--- src/rtl/inst_fetch_if.sv ---
// Fetch-stage bus: instruction-memory read port, redirect/halt controls and
// the valid/ready instruction stream toward the decoder.
interface inst_fetch_if #(
  parameter int PC_W = 32
) ();
  logic            imem_req;
  logic [PC_W-1:0] imem_addr;
  logic            imem_rvalid;
  logic [31:0]     imem_rdata;
  logic            redirect_valid;
  logic [PC_W-1:0] redirect_pc;
  logic            halt;
  logic [31:0]     inst;
  logic [PC_W-1:0] inst_pc;
  logic            inst_valid;
  logic            inst_ready;

  modport master (
    output imem_req, imem_addr, inst, inst_pc, inst_valid,
    input  imem_rvalid, imem_rdata, redirect_valid, redirect_pc, halt, inst_ready
  );

  modport slave (
    input  imem_req, imem_addr, inst, inst_pc, inst_valid,
    output imem_rvalid, imem_rdata, redirect_valid, redirect_pc, halt, inst_ready
  );
endinterface

--- src/rtl/inst_fetch.sv ---
// Instruction fetch stage: PC, single-outstanding imem reads, small instruction FIFO.
// Optional performance counters are enabled with the INST_FETCH_PERF_EN macro.
module inst_fetch #(
  parameter int              PC_W      = 32,
  parameter logic [PC_W-1:0] RESET_PC  = '0,
  parameter int              BUF_DEPTH = 2
) (
  input  logic clk,
  input  logic rst,
`ifdef INST_FETCH_PERF_EN
  inst_fetch_if.master bus,
  output logic [31:0] perf_fetched,
  output logic [31:0] perf_stall
`else
  inst_fetch_if.master bus
`endif
);

  localparam int PTR_W = $clog2(BUF_DEPTH);
  localparam int CNT_W = PTR_W + 1;

  typedef enum logic [1:0] {
    S_FETCH = 2'd0,
    S_WAIT  = 2'd1,
    S_DROP  = 2'd2
  } state_t;

  state_t           r_state;
  logic [PC_W-1:0]  r_pc;
  logic [PC_W-1:0]  r_issued_pc;
  logic [PTR_W-1:0] r_rd_ptr;
  logic [PTR_W-1:0] r_wr_ptr;
  logic [CNT_W-1:0] r_count;
  logic [31:0]      r_buf_inst [BUF_DEPTH];
  logic [PC_W-1:0]  r_buf_pc   [BUF_DEPTH];

  logic            w_issue;
  logic            w_push;
  logic            w_pop;
  logic            w_valid;
  logic [PC_W-1:0] w_redirect_pc;

  // The request is decoded from the current state rather than registered so a
  // response arriving one cycle later lets the next request go out right after.
  assign w_issue = !rst && (r_state == S_FETCH) && !bus.halt && !bus.redirect_valid
                   && (r_count < CNT_W'(BUF_DEPTH));
  assign w_push  = (r_state == S_WAIT) && bus.imem_rvalid && !bus.redirect_valid;
  assign w_valid = (r_count != '0);
  assign w_pop   = w_valid && bus.inst_ready;
  assign w_redirect_pc = bus.redirect_pc & ~PC_W'(3);

  assign bus.imem_req   = w_issue;
  assign bus.imem_addr  = r_pc;
  assign bus.inst_valid = w_valid;
  assign bus.inst       = w_valid ? r_buf_inst[r_rd_ptr] : '0;
  assign bus.inst_pc    = w_valid ? r_buf_pc[r_rd_ptr]   : '0;

  // NOTE: sequential state uses non-blocking assignments so every register
  // samples the pre-edge values regardless of statement order.
  always_ff @(posedge clk) begin
    if (rst) begin
      // A response still in flight must be swallowed once it shows up.
      if ((r_state != S_FETCH) && !bus.imem_rvalid) r_state <= S_DROP;
      else                                          r_state <= S_FETCH;
      r_pc        <= RESET_PC;
      r_issued_pc <= RESET_PC;
      r_rd_ptr    <= '0;
      r_wr_ptr    <= '0;
      r_count     <= '0;
    end else begin
      case (r_state)
        S_FETCH: begin
          if (w_issue) begin
            r_state     <= S_WAIT;
            r_issued_pc <= r_pc;
            r_pc        <= r_pc + PC_W'(4);
          end
        end
        S_WAIT: begin
          if (bus.imem_rvalid)         r_state <= S_FETCH;
          else if (bus.redirect_valid) r_state <= S_DROP;
        end
        S_DROP: begin
          if (bus.imem_rvalid) r_state <= S_FETCH;
        end
        default: r_state <= S_FETCH;
      endcase

      if (bus.redirect_valid) begin
        r_pc     <= w_redirect_pc;
        r_rd_ptr <= '0;
        r_wr_ptr <= '0;
        r_count  <= '0;
      end else begin
        if (w_push) r_wr_ptr <= r_wr_ptr + PTR_W'(1);
        if (w_pop)  r_rd_ptr <= r_rd_ptr + PTR_W'(1);
        case ({w_push, w_pop})
          2'b10:   r_count <= r_count + CNT_W'(1);
          2'b01:   r_count <= r_count - CNT_W'(1);
          default: r_count <= r_count;
        endcase
      end
    end
  end

  // NOTE: buffer storage has no reset; reads are masked while the count is zero.
  always_ff @(posedge clk) begin
    if (w_push) begin
      r_buf_inst[r_wr_ptr] <= bus.imem_rdata;
      r_buf_pc[r_wr_ptr]   <= r_issued_pc;
    end
  end

`ifdef INST_FETCH_PERF_EN
  always_ff @(posedge clk) begin
    if (rst) begin
      perf_fetched <= '0;
      perf_stall   <= '0;
    end else begin
      if (w_push)                perf_fetched <= perf_fetched + 32'd1;
      if (!w_valid && !bus.halt) perf_stall   <= perf_stall + 32'd1;
    end
  end
`endif

  a_no_push_when_full: assert property (@(posedge clk) disable iff (rst)
    !(w_push && (r_count == CNT_W'(BUF_DEPTH))));

endmodule

--- src/flat_wrapper.sv ---
// flat-port wrapper written by rule: the top's interface ports become plain ports
module inst_fetch_flat 
#(
  parameter int              PC_W      = 32,
  parameter logic [PC_W-1:0] RESET_PC  = '0,
  parameter int              BUF_DEPTH = 2
)
  (clk, rst, bus_imem_req, bus_imem_addr, bus_inst, bus_inst_pc, bus_inst_valid, bus_imem_rvalid, bus_imem_rdata, bus_redirect_valid, bus_redirect_pc, bus_halt, bus_inst_ready);
  inst_fetch_if #(.PC_W(PC_W)) bus_i ();
  input  logic clk;
  input  logic rst;
  output wire logic [$bits(bus_i.imem_req)-1:0] bus_imem_req;
  output wire logic [$bits(bus_i.imem_addr)-1:0] bus_imem_addr;
  output wire logic [$bits(bus_i.inst)-1:0] bus_inst;
  output wire logic [$bits(bus_i.inst_pc)-1:0] bus_inst_pc;
  output wire logic [$bits(bus_i.inst_valid)-1:0] bus_inst_valid;
  input wire logic [$bits(bus_i.imem_rvalid)-1:0] bus_imem_rvalid;
  input wire logic [$bits(bus_i.imem_rdata)-1:0] bus_imem_rdata;
  input wire logic [$bits(bus_i.redirect_valid)-1:0] bus_redirect_valid;
  input wire logic [$bits(bus_i.redirect_pc)-1:0] bus_redirect_pc;
  input wire logic [$bits(bus_i.halt)-1:0] bus_halt;
  input wire logic [$bits(bus_i.inst_ready)-1:0] bus_inst_ready;
  assign bus_imem_req = bus_i.imem_req;
  assign bus_imem_addr = bus_i.imem_addr;
  assign bus_inst = bus_i.inst;
  assign bus_inst_pc = bus_i.inst_pc;
  assign bus_inst_valid = bus_i.inst_valid;
  assign bus_i.imem_rvalid = bus_imem_rvalid;
  assign bus_i.imem_rdata = bus_imem_rdata;
  assign bus_i.redirect_valid = bus_redirect_valid;
  assign bus_i.redirect_pc = bus_redirect_pc;
  assign bus_i.halt = bus_halt;
  assign bus_i.inst_ready = bus_inst_ready;
  inst_fetch #(.PC_W(PC_W), .RESET_PC(RESET_PC), .BUF_DEPTH(BUF_DEPTH)) u_core (.clk(clk), .rst(rst), .bus(bus_i));
endmodule
--- config.mk ---
export PLATFORM = sky130hd
export DESIGN_NAME = inst_fetch_flat
export DESIGN_NICKNAME = d
export VERILOG_FILES = /design/src/rtl/inst_fetch_if.sv /design/src/rtl/inst_fetch.sv /design/src/flat_wrapper.sv
export SDC_FILE = /design/constraint.sdc
export NUM_CORES = 1
export LEC_CHECK = 0
export CORE_MARGIN = 4
export CORE_UTILIZATION = 35
export DETAILED_ROUTE_END_ITERATION = 16
export SETUP_SLACK_MARGIN = 0.4
export SYNTH_ARGS = -nofsm -noshare
export SYNTH_HDL_FRONTEND = slang
export SYNTH_SLANG_ARGS = --single-unit
--- constraint.sdc ---
create_clock -name clk -period 5.2 [get_ports clk]
set_input_delay 1.04 -clock clk [delete_from_list [all_inputs] [get_ports clk]]
set_output_delay 1.04 -clock clk [all_outputs]
set_load 0.02 [all_outputs]
Word-level counts from Yosys, hierarchy flattened
Memories as Yosys holds them, arrays and structs flattened. A register that Yosys moved wholly into a read port is not among the register bits.
Index checks and enable logic that the tools add are counted.
{ "op_classes": {"n_eq_ne": 7, "addsub": 5, "reduce_logical": 22, "n_lt_le_gt_ge": 1, "n_mux": 19} }
{ "ops": {"columns": ["op", "n"], "rows": [
  ["2-to-1 mux 32 bit", 5],
  ["adder 32 x 3 -> 32 bit, second input constant", 1],
  ["2-to-1 mux 2 bit", 6],
  ["nonzero test 2 bit", 5],
  ["logical AND 1 bit", 8],
  ["2-to-1 mux 1 bit", 6],
  ["!= test 3 bit, second input constant", 2],
  ["case mux 2 bit (3 select lines)", 1],
  ["== test 2 x 1 -> 1 bit, second input constant", 2],
  ["== test 2 bit, second input constant", 2],
  ["zero test 1 bit", 4],
  ["!= test 4 bit, second input constant", 1],
  ["case mux 2 bit (2 select lines)", 1],
  ["AND reduction 2 bit", 2],
  ["AND reduction 3 bit", 1],
  ["adder 1 bit, second input constant", 2],
  ["adder 2 x 1 -> 2 bit, second input constant", 1],
  ["zero test 2 bit", 1],
  ["less-than comparator 2 bit, second input constant", 1],
  ["OR reduction 2 bit", 1],
  ["subtractor 2 x 1 -> 2 bit, second input constant", 1]
]} }
{ "totals": {"ramBits": 128, "input_bits": 70, "elab_cells": 63, "memories": 2, "reg_bits": 70} }
{ "memory_table": {"columns": ["name", "words", "width", "read_ports", "rd_ports_with_merged_regs", "write_ports", "line", "text"], "rows": [
  ["u_core.r_buf_inst", 2, 32, 1, 1, 1, "inst_fetch.sv:34", "logic [31:0] r_buf_inst [BUF_DEPTH];"],
  ["u_core.r_buf_pc", 2, 32, 1, 1, 1, "inst_fetch.sv:35", "logic [PC_W-1:0] r_buf_pc [BUF_DEPTH];"]
]} }

Longest topological paths before layout
Gate-level depths: netlist of the first run.
{ "depth": {"depth_word": 8, "depth_mapped": 8, "depth_no_buf": 8} }

Worst setup path before layout of the first run
No wires, ideal clock.
{ "synth_timing": {"path_type": "input-to-reg", "startpoint": "in bus_redirect_valid", "endpoint": "mem u_core.r_buf_inst[0][0], enable pin", "path_stages": 3, "setup_slack_ns": 0.819, "t_arrival_ns": 3.899, "t_required_ns": 4.718, "n_path_buf": 0, "cell_sequence": "nor2_1 > nand2_1 > nor2_1"} }
{ "synth_via": {"elab_chain_len": 4} }
{ "synth_rtl": {"columns": ["element", "line", "text"], "rows": [
  ["start, declared", "flat_wrapper.sv:19", "input wire logic [$bits(bus_i.redirect_valid)-1:0] bus_redirect_valid;"],
  ["zero test 1 bit", "inst_fetch.sv:47", "assign w_push = (r_state == S_WAIT) && bus.imem_rvalid && !bus.redirect_valid;"],
  ["logical AND 1 bit", "inst_fetch.sv:47", null],
  ["2-to-1 mux 1 bit", "inst_fetch.sv:108", "if (w_push) begin"],
  ["2-to-1 mux 1 bit (implied by the code)", "inst_fetch.sv:109", "r_buf_inst[r_wr_ptr] <= bus.imem_rdata;"],
  ["end, declared", "inst_fetch.sv:34", null]
]} }
Every way passes these cells.

Worst setup path in the final report of the first run
{ "layout_timing": {"startpoint": "in bus_redirect_valid", "endpoint": "out bus_imem_req"} }
{ "layout_via": {"elab_chain_len": 3} }
{ "layout_rtl": {"columns": ["element", "line", "text"], "rows": [
  ["zero test 1 bit", "inst_fetch.sv:45", "assign w_issue = !rst && (r_state == S_FETCH) && !bus.halt && !bus.redirect_valid"],
  ["logical AND 1 bit", "inst_fetch.sv:45", null],
  ["logical AND 1 bit", "inst_fetch.sv:46", "&& (r_count < CNT_W'(BUF_DEPTH));"],
  ["end, declared", "flat_wrapper.sv:12", "output wire logic [$bits(bus_i.imem_req)-1:0] bus_imem_req;"]
]} }
Every way passes these cells.

==> flow_summary_export.csv, run 1 <==
group,metric,value,unit
pwr,power.density,337,nW/um^2
placement,place_ws,1390,ps
cts,post_cts_resized,0,
cts,cts.sinks,191,
global_routing,grt_max_degree,70,
sta,fin_crit,3770,ps
route,num_vias,5472,
sta,rsz0062_at_grt,"false",
pwr,p_int,2.63,mW
pwr,switching_share,24.8,%
floorplan,die_w,158,microns
worst_setup_path,cp.arrival,2730,ps
cells_and_area,fin_area,10400,sq um
worst_setup_path,r2r_start,"u_core.bus.imem_addr[3]",
synthesis,syn_inst,659,
global_routing,grtUsageMet2,23.2,%
run,cap_viol_max_count,0,
route,drc,0,
cells_and_area,num_antenna_cells,0,
cts,cts_root_buf,"clkbuf_16",
pwr,switchingPower,0.867,mW
synthesis,synthArstFlopShare,0,%
route,via_per_inst,4.98,
route,postRouteAntennaNets,0,
worst_setup_path,required,4160,ps
synthesis,syn_avg_cell_area,12.0,sq um
sta,slew_viol_final,0,
worst_setup_path,critPathMaxStageDelay,610,ps
route,finalWirelength,18.8,mm
cts,cts-buffers-inserted,17,
outcome,status,"completed",
worst_setup_path,end_kind,"primary output",
floorplan,fp.dieArea,25100,sq um
global_routing,grt_pass1_vias,5325,
synthesis,synth_seq_area_share,64.2,%
worst_setup_path,critPathKind,"in2out",
global_routing,busiest_layer,"met2",
floorplan,die_h,158,microns
pwr,p_clk_share,38.8,%
sta,fmaxAchievable,0.265,GHz
cells_and_area,synthToLayoutAreaGrowth,30.9,%
worst_setup_path,critPathMaxFanout,5,
floorplan,num_rows,54,
sta,hold_viol,0,
placement,place_area,9740,sq um
pwr,p_seq_share,50.3,%
synthesis,synth_edf_count,126,
synthesis,yosysUniqueCellTypes,53,
pwr,leakagePower,3.49,nW
pwr,power_frac_comb,10.9,%
worst_setup_path,crit_chain,"clkdlybuf4s50_1 -> nor3_2 -> nand2_4 -> inv_1 -> clkdlybuf4s50_1",
route,dr.pass1.iters,5,
synthesis,synth_ff_type,"edfxtp_1",
worst_setup_path,path_common_cell,"clkdlybuf4s50_1",
cts,htreeDepth,4,
synthesis,netlist.area_leader.share,47.8,%
route,wl_per_cell,17.1,microns
sta,worst_slack,1430,ps
pwr,irDropWorstVdd,199,uV
cts,cts_buffer_depth,2,
sta,finalSetupViolCount,0,
sta,fin_skew,9.95,ps
worst_setup_path,startpoint,"bus_redirect_valid",
cts,path_clk_slew,70,ps
cts,post_cts.repair.setup_buffers,0,
global_routing,grt.met1_usage,21.2,%
worst_setup_path,start_kind,"primary input",
worst_setup_path,slowest_stage,"clkdlybuf4s50_1",
global_routing,grt_pass1_wl,29.2,mm
floorplan,ios,168,
global_routing,grt_use_met3,4.19,%
global_routing,grt.overflow.total,0,
min_path,worstHoldStart,"u_core.r_issued_pc[30]",
sta,tns,0,ps
cts,hold_buffers,0,
global_routing,grt_usage,15.0,%
synthesis,synth_area_leaders,"edfxtp_1 48%, dfxtp_1 16%, mux2i_1 7.8%, nor2_1 3.8%, nand2_1 3.6%",
sta,fin_crit_sh,72.5,%
floorplan,initial_utilization,36.0,%
cells_and_area,fin_util,47.1,%
min_path,hold_path.class,"reg2reg",
cells_and_area,fin_nets,878,
placement,gp_congestion,0.747,
synthesis,ys_seq_elements,191,
cts,clock_latency,430,ps
sta,relSlewSlack,20.6,%
cells_and_area,layout-drive-gt1-share,7.33,%
synthesis,synth_area_leader_cell,"edfxtp_1",
placement,dp_hpwl,12.0,mm
placement,io_buffers,161,
route,drtIter0Drc,276,
synthesis,netlist_area,7920,sq um
cts,tritoncts,"yes",
pwr,power,3.49,mW
sta,tightest_slew,1190,ps
floorplan,core_area,22000,sq um
synthesis,ys_warn_count,0,
global_routing,antenna_found_initial,0,
layout make-up:
class	instances	area (sq um)
clock buffers	19	454
flip-flops and latches	191	5090
clock inverters	13	166
fillers	2006	11700
inverters	10	37.5
repair buffers	170	1690
well taps	280	350
multi-input cells	416	2580
cell usage after synthesis, types with 2 or more instances:
cell,instances
clkbuf_1,24
and2_1,6
or3_1,3
nor4_1,3
xnor2_1,3
o21ai_0,15
nor3_2,3
a22oi_1,6
a31oi_1,12
nand4_1,13
a21o_1,2
edfxtp_1,126
nand2b_1,2
buf_4,5
nor2_1,80
xor2_1,8
nand3_1,13
a311o_2,2
buf_2,8
and4_1,3
nand3b_1,28
buf_1,2
ha_1,2
a32oi_1,4
o22ai_1,7
inv_1,10
a21oi_1,25
and3_1,8
dfxtp_1,65
nand2_1,75
clkbuf_8,5
nor3_1,7
mux2_2,3
mux2i_1,62
metal layers:
metal / share of wire, % / wire length (microns)
met1: 48 / 8950
met2: 46 / 8690
met3: 5.6 / 1050
met4: 0.72 / 136
met5: 0 / 0
state kept, by name (all words and copies together), names as in the netlist, named ones only:
register / cells
u_core.bus.imem_addr: 30
u_core.r_buf_inst: 64
u_core.r_buf_pc: 60
u_core.r_count: 2
u_core.r_issued_pc: 30
u_core.r_rd_ptr: 1
u_core.r_state: 2
u_core.r_wr_ptr: 1
path summary, 6_finish.rpt:
check                                           endpoint  slack, ps  depth (start not counted)
worst max-delay path                        bus_imem_req       1430                          5
worst max register to register  u_core.bus.imem_addr[28]       2770                          6
worst min-delay path              u_core.r_buf_pc[0][30]        450                          0
worst min register to register    u_core.r_buf_pc[0][30]        450                          0
power groups by stage:
stage / Clock (mW) / Combinational (mW) / Sequential [mW]
after floorplan: 0 / 0.199 / 1.79
after global placement: 0 / 0.385 / 1.79
after detailed placement: 0 / 0.388 / 1.79
after CTS: 1.39 / 0.389 / 1.76
after global routing: 1.46 / 0.420 / 1.76
final: 1.36 / 0.382 / 1.76
cell usage in the layout (no fill, tap or decap), types with 7 or more instances in the layout:
| cell type | Yosys | layout |
|---|---|---|
| clkdlybuf4s50_1 | 0 | 160 |
| inv_1 | 10 | 10 |
| nand3b_1 | 28 | 28 |
| and3_1 | 8 | 7 |
| a21oi_1 | 25 | 25 |
| o22ai_1 | 7 | 7 |
| dfxtp_1 | 65 | 64 |
| nor2_1 | 80 | 78 |
| edfxtp_1 | 126 | 126 |
| mux2i_1 | 62 | 62 |
| nor3_1 | 7 | 7 |
| a31oi_1 | 12 | 12 |
| nand2_1 | 75 | 75 |
| buf_4 | 5 | 8 |
| o21ai_0 | 15 | 15 |
| clkbuf_16 | 0 | 18 |
| nand3_1 | 13 | 13 |
| nand4_1 | 13 | 13 |
| xor2_1 | 8 | 8 |
logic make-up (layout without fill, tap and decap cells):
group / count (synthesis) / in the layout / share of synthesized area (%)
AOI/OAI and AO/OA: 84 / 84 / 6.71
xor gates and xnor gates: 11 / 11 / 1.22
adders and majority gates: 2 / 2 / 0.316
buffers and inverters: 55 / 212 / 3.62
DFF: 191 / 191 / 64.2
muxes: 66 / 66 / 8.45
other: 1 / 4 / 0.0473
and+or+nand+nor: 249 / 249 / 15.4
through the flow:
| step | cells | hold slack, ps |
|---|---|---|
| 2_1_floorplan | 662 | 425 |
| 3_3_place_gp | 1067 | 435 |
| 3_5_place_dp | 1067 | 440 |
| 4_1_cts | 1099 | 460 |
| 5_1_grt | 1099 | 472 |
| 6_report | 1099 | 455 |
critical path: cells and delay by family:
kind,cells,cell delay [ps]
buffers and inverters,3,1200
and+or+nand+nor,2,480
(Power assumes the default switching activity.)
==> inputs of run 2 (changes only) <==
==> constraint.sdc (replaced) <==
create_clock -name clk -period 3.68 [get_ports clk]
set_input_delay 0.736 -clock clk [delete_from_list [all_inputs] [get_ports clk]]
set_output_delay 0.736 -clock clk [all_outputs]
set_load 0.02 [all_outputs]
==> flow_summary_export.csv, run 2 (synthesis gave the netlist of run 1 again) <==
group,metric,value,unit
placement,gp_congestion,0.748,
global_routing,antenna_found_initial,0,
cts,cts-buffers-inserted,17,
route,drtIter0Drc,361,
sta,relSlewSlack,34.1,%
worst_setup_path,slowest_stage,"nor2_4",
pwr,p_int,3.60,mW
cells_and_area,fin_nets,884,
outcome,status,"completed",
min_path,hold_path.class,"reg2reg",
min_path,worstHoldStart,"u_core.r_issued_pc[9]",
floorplan,num_rows,54,
sta,fin_crit_sh,83.3,%
global_routing,grt_max_degree,70,
cts,cts.sinks,191,
worst_setup_path,critPathMaxStageDelay,580,ps
placement,io_buffers,161,
floorplan,ios,168,
cts,post_cts.repair.setup_buffers,0,
worst_setup_path,end_kind,"primary output",
cells_and_area,top_regs,"u_core.r_buf_inst (64), u_core.r_buf_pc (60)",
cells_and_area,synthToLayoutAreaGrowth,30.9,%
run,cap_viol_max_count,0,
sta,hold_viol,0,
route,num_vias,5478,
worst_setup_path,start_kind,"flip-flop",
sta,finalSetupViolCount,0,
worst_setup_path,crit_chain,"nor2_4 -> buf_4 -> nor2_1 -> clkdlybuf4s50_1",
floorplan,initial_utilization,36.0,%
cells_and_area,fillCellCount,2043,
min_path,min_delay_path_depth,0,
route,drc,0,
cells_and_area,layout-drive-gt1-share,7.64,%
worst_setup_path,r2r_end,"u_core.bus.imem_addr[28]",
cells_and_area,fin_util,47.1,%
cts,path_clk_slew,70,ps
route,dr.pass1.iters,6,
sta,slew_viol_final,0,
cells_and_area,layout_common_cells,"160 x clkdlybuf4s50_1, 126 x edfxtp_1, 78 x nor2_1, 75 x nand2_1, 64 x dfxtp_1",
sta,tightest_slew,980,ps
pwr,irDropWorstVdd,286,uV
worst_setup_path,rr_worst_depth,6,
global_routing,grt_usage,15.2,%
worst_setup_path,cp_num_cells,4,
global_routing,grt.overflow.total,0,
sta,fin_crit,3070,ps
cts,htreeDepth,4,
pwr,p_clk_share,36.7,%
cts,post_cts_resized,0,
worst_setup_path,crit_buf_inv,2,
pwr,leakagePower,3.49,nW
floorplan,die_w,158,microns
sta,rsz0062_at_grt,"false",
cells_and_area,largest_reg_flops,64,
cts,clock_latency,430,ps
cells_and_area,mostFrequentLayoutCell,"clkdlybuf4s50_1",
worst_setup_path,r2r_start,"u_core.bus.imem_addr[2]",
worst_setup_path,critPathTopFamily,"buffers and inverters",
global_routing,grt_pass1_vias,5391,
floorplan,core_area,22000,sq um
sta,tns,0,ps
worst_setup_path,r2r_slack,1280,ps
pwr,switching_share,24.8,%
pwr,power.density,461,nW/um^2
route,via_per_inst,4.96,
worst_setup_path,cp.arrival,2330,ps
cts,hold_buffers,0,
placement,dp_hpwl,12.4,mm
route,wl_per_cell,17.1,microns
pwr,switchingPower,1.18,mW
cts,cts_buffer_depth,2,
worst_setup_path,critPathMaxFanout,25,
sta,fmaxAchievable,0.326,GHz
route,postRouteAntennaNets,0,
pwr,power,4.79,mW
global_routing,grt_pass1_wl,29.5,mm
floorplan,fp.dieArea,25100,sq um
floorplan,die_h,158,microns
sta,fin_skew,8.30,ps
cts,tritoncts,"yes",
pwr,p_seq_share,51.8,%
cts,cts_root_buf,"clkbuf_16",
cells_and_area,num_antenna_cells,0,
min_path,hold_end,"u_core.r_buf_pc[0][9]",
route,finalWirelength,18.9,mm
cells_and_area,largest-register,"u_core.r_buf_inst",
pwr,power_frac_comb,11.4,%
worst_setup_path,critPathKind,"reg2out",
worst_setup_path,required,2940,ps
-- run 2: how the worst max path moves through the flow --
stage | startpoint | to | slack (ps)
floorplan | bus_redirect_valid | u_core.r_buf_inst[0][0] | 640
global placement | bus_redirect_valid | bus_imem_req | 620
detailed placement | bus_redirect_valid | bus_imem_req | 610
CTS | u_core.r_count[0] | bus_inst_pc[31] | 480
global route | u_core.r_count[0] | bus_inst_pc[31] | 410
finish | u_core.r_count[0] | bus_inst_pc[31] | 610
-- run 2: power groups by stage --
stage               registers [mW]  logic (mW)  clock network, mW
floorplan                     2.53       0.282                  0
global placement              2.52       0.550                  0
detailed placement            2.53       0.555                  0
CTS                           2.48       0.557               1.79
global route                  2.49       0.600               1.88
finish                        2.48       0.547               1.76
-- run 2: metal layers --
metal  global-route usage, %  vias to the layer above  routed length [microns]
met5                       0                        -                        0
met3                    3.70                       20                     1100
li1                        -                     2692                        -
met2                    23.2                      157                     8570
met1                    21.4                     2609                     8940
met4                    4.91                        0                      297
-- run 2: final cells by class --
type / instances / area [sq um] / share of cell area (%)
Sequential cell: 191 / 5090 / 49.1
Multi-Input combinational cell: 416 / 2580 / 24.8
Timing Repair Buffer: 176 / 1760 / 16.9
Clock buffer: 23 / 490 / 4.73
Tap cell: 280 / 350 / 3.38
Clock inverter: 9 / 70.1 / 0.676
Inverter: 10 / 37.5 / 0.362
-- run 2: metrics by stage --
stage	cells	instance area, sq um	hold WS (ps)	worst slack [ps]
floorplan	662	7930	425	638
global placement	1073	9810	434	616
detailed placement	1073	9810	439	614
CTS	1105	10400	457	481
global route	1105	10400	473	409
finish	1105	10400	457	613
==> edit, RTL diff (config.mk and constraints of run 2) <==
`PC_W` is set to 32 in 3 places; all go to 28.
--- a/src/rtl/inst_fetch_if.sv
+++ b/src/rtl/inst_fetch_if.sv
@@ -1,7 +1,7 @@
 // Fetch-stage bus: instruction-memory read port, redirect/halt controls and
 // the valid/ready instruction stream toward the decoder.
 interface inst_fetch_if #(
-  parameter int PC_W = 32
+  parameter int PC_W = 28
 ) ();
   logic            imem_req;
   logic [PC_W-1:0] imem_addr;
--- a/src/rtl/inst_fetch.sv
+++ b/src/rtl/inst_fetch.sv
@@ -1,7 +1,7 @@
 // Instruction fetch stage: PC, single-outstanding imem reads, small instruction FIFO.
 // Optional performance counters are enabled with the INST_FETCH_PERF_EN macro.
 module inst_fetch #(
-  parameter int              PC_W      = 32,
+  parameter int              PC_W      = 28,
   parameter logic [PC_W-1:0] RESET_PC  = '0,
   parameter int              BUF_DEPTH = 2
 ) (
--- a/src/flat_wrapper.sv
+++ b/src/flat_wrapper.sv
@@ -1,7 +1,7 @@
 // flat-port wrapper written by rule: the top's interface ports become plain ports
 module inst_fetch_flat 
 #(
-  parameter int              PC_W      = 32,
+  parameter int              PC_W      = 28,
   parameter logic [PC_W-1:0] RESET_PC  = '0,
   parameter int              BUF_DEPTH = 2
 )
Interface: changed (resized bus_imem_addr, bus_inst_pc and bus_redirect_pc); port bits go from 168 to 156. No check against the original RTL was run, so the function may have changed too.
==> edit against run 2 <==
- setup slack worse by 0.041 ns
- sequential cell count is 16 lower
- final cell count is 7.4% lower
- wire length is 12% lower
- first-iteration DRC count is 9.1% lower
- synthesized area is 9.0% lower
- register-to-register slack better by 0.19 ns
- count of clock-buffer cells in the layout is 4 lower
- final area is 7.8% lower
- fmax is 1.3% lower
- via count is 7.9% lower
- non-clock buffer count is 16 lower
- total power is 7.2% lower
- critical path type is now input pin to output port
- largest cell class unchanged
==> edit: results (changes against run 2) <==
[run_status]
outcome = completed

[global_route]
use_met1_pct = 19.77  ; -1.6 points
grt_max_degree = 62  ; -11%
grt_pass1_wl_um = 26230  ; -11%
track_usage_pct = 14.56  ; -0.63 points
grt_util_met2_pct = 22.78  ; -0.41 points
grt_use_met3_pct = 4.105  ; +0.41 points

[place]
place.gp.congestion = 0.8042  ; +7.5%
dpl.hpwl_um = 10900  ; -12%
placedCellCount = 990  ; -7.7%
port-buffer-count = 149  ; -7.5%
pre_cts_slack_ns = 0.5795  ; -0.03461 ns
placed_cell_area_um2 = 8985  ; -8.4%

[yosys]
synthXorXnorAreaFrac_pct = 0.8503  ; -0.37 points
ys_types = 56  ; +5.7%
netlist_top_cells_count = edfxtp_1 (118), nor2_1 (73), nand2_1 (66)
synth-edff-count = 118  ; -6.3%
seq_area_frac_synth_pct = 64.97  ; +0.76 points
synthCells = 598  ; -9.3%
synthAdderAreaFrac_pct = 0.3470  ; +0.031 points
ys_top_cells_by_area = edfxtp_1 (49%), dfxtp_1 (16%), mux2i_1 (8.2%)
ys_warn_count = 0  ; unchanged
synth.mux.area_fraction_pct = 8.346  ; -0.11 points
synth-compound-area-share_pct = 6.177  ; -0.54 points

[clocking]
cts_made_buffers = 17  ; unchanged
insertion_delay_ns = 0.42

[worst_setup_path]
crit_fanout = 3  ; -88%
slowest_stage = clkdlybuf4s50_1
cp_slowest_stage_delay_ns = 0.60  ; +0.02 ns
cp.arrival_ns = 2.37  ; +0.04 ns

[pwr]
leakagePower_nw = 3.225  ; -7.7%
peakVddDrop_v = 0.0003111  ; +8.7%

[sta]
final.setup_skew_ns = 0.007768  ; -0.0005354 ns
worst_pin_slew_ns = 0.6134  ; -0.3663 ns

[layout]
fin_nets = 808  ; -8.6%
post_layout_nonfiller_instances = 1023  ; -7.4%
reg_top3 = u_core.r_buf_inst x64, u_core.r_buf_pc x52
diodes = 0  ; unchanged
drive_above_1_share_pct = 8.101  ; +0.46 points

[detailed_routing]
drt_iter0_drc = 328  ; -9.1%
routed_wl_um = 16620  ; -12%
drt-pass1-iter-count = 5  ; -1

## edit: changes by cell type after synthesis, moves of 6 or more
cell and change:
nand2_1 -9, dfxtp_1 -8, edfxtp_1 -8, nor2_1 -7, a21oi_1 -6, nand4_1 -6
## edit: report_power, final
part | internal (mW) | leakage [nW] | total [mW] | switching (mW)
clock | 0.913 | 0.281 | 1.67 | 0.754
combinational | 0.224 | 1.38 | 0.500 | 0.277
sequential | 2.21 | 1.56 | 2.27 | 0.0689
total | 3.34 | 3.22 | 4.44 | 1.10
## edit: logic make-up after synthesis
group	Yosys count
muxes	60
other	1
adders and majority gates	2
AOI/OAI and AO/OA	72
and+or+nand+nor	228
xor gates and xnor gates	7
buffers and inverters	53
DFF	175
## edit: layout make-up
| type | instances | area [µm²] |
|---|---|---|
| Clock buffer | 19 | 452.9 |
| Clock inverter | 13 | 100.1 |
| Fill cell | 1859 | 10680 |
| Inverter | 13 | 48.80 |
| Multi-Input combinational cell | 373 | 2323 |
| Sequential cell | 175 | 4688 |
| Tap cell | 270 | 337.8 |
| Timing Repair Buffer | 160 | 1607 |
## edit: path summary, 6_finish.rpt
check / start / end / slack, ns / cells after the start
worst max-delay path: bus_redirect_valid / bus_imem_req / 0.57 / 5
worst min-delay path: u_core.r_issued_pc[25] / u_core.r_buf_pc[1][25] / 0.45 / 0
worst max register to register: u_core.r_state[1] / u_core.bus.imem_addr[13] / 1.47 / 8
worst min register to register: u_core.r_issued_pc[25] / u_core.r_buf_pc[1][25] / 0.45 / 0
## edit: worst max-delay path: cells and delay by family
kind | cells | cell delay (ns)
buffers and inverters | 3 | 1.11
and+or+nand+nor | 2 | 0.52
## edit: per-layer routing
layer | share of wire, % | up-vias
met5 | 0 | -
met4 | 1.3 | 0
met3 | 7.6 | 19
met2 | 46 | 183
met1 | 45 | 2392
li1 | - | 2450
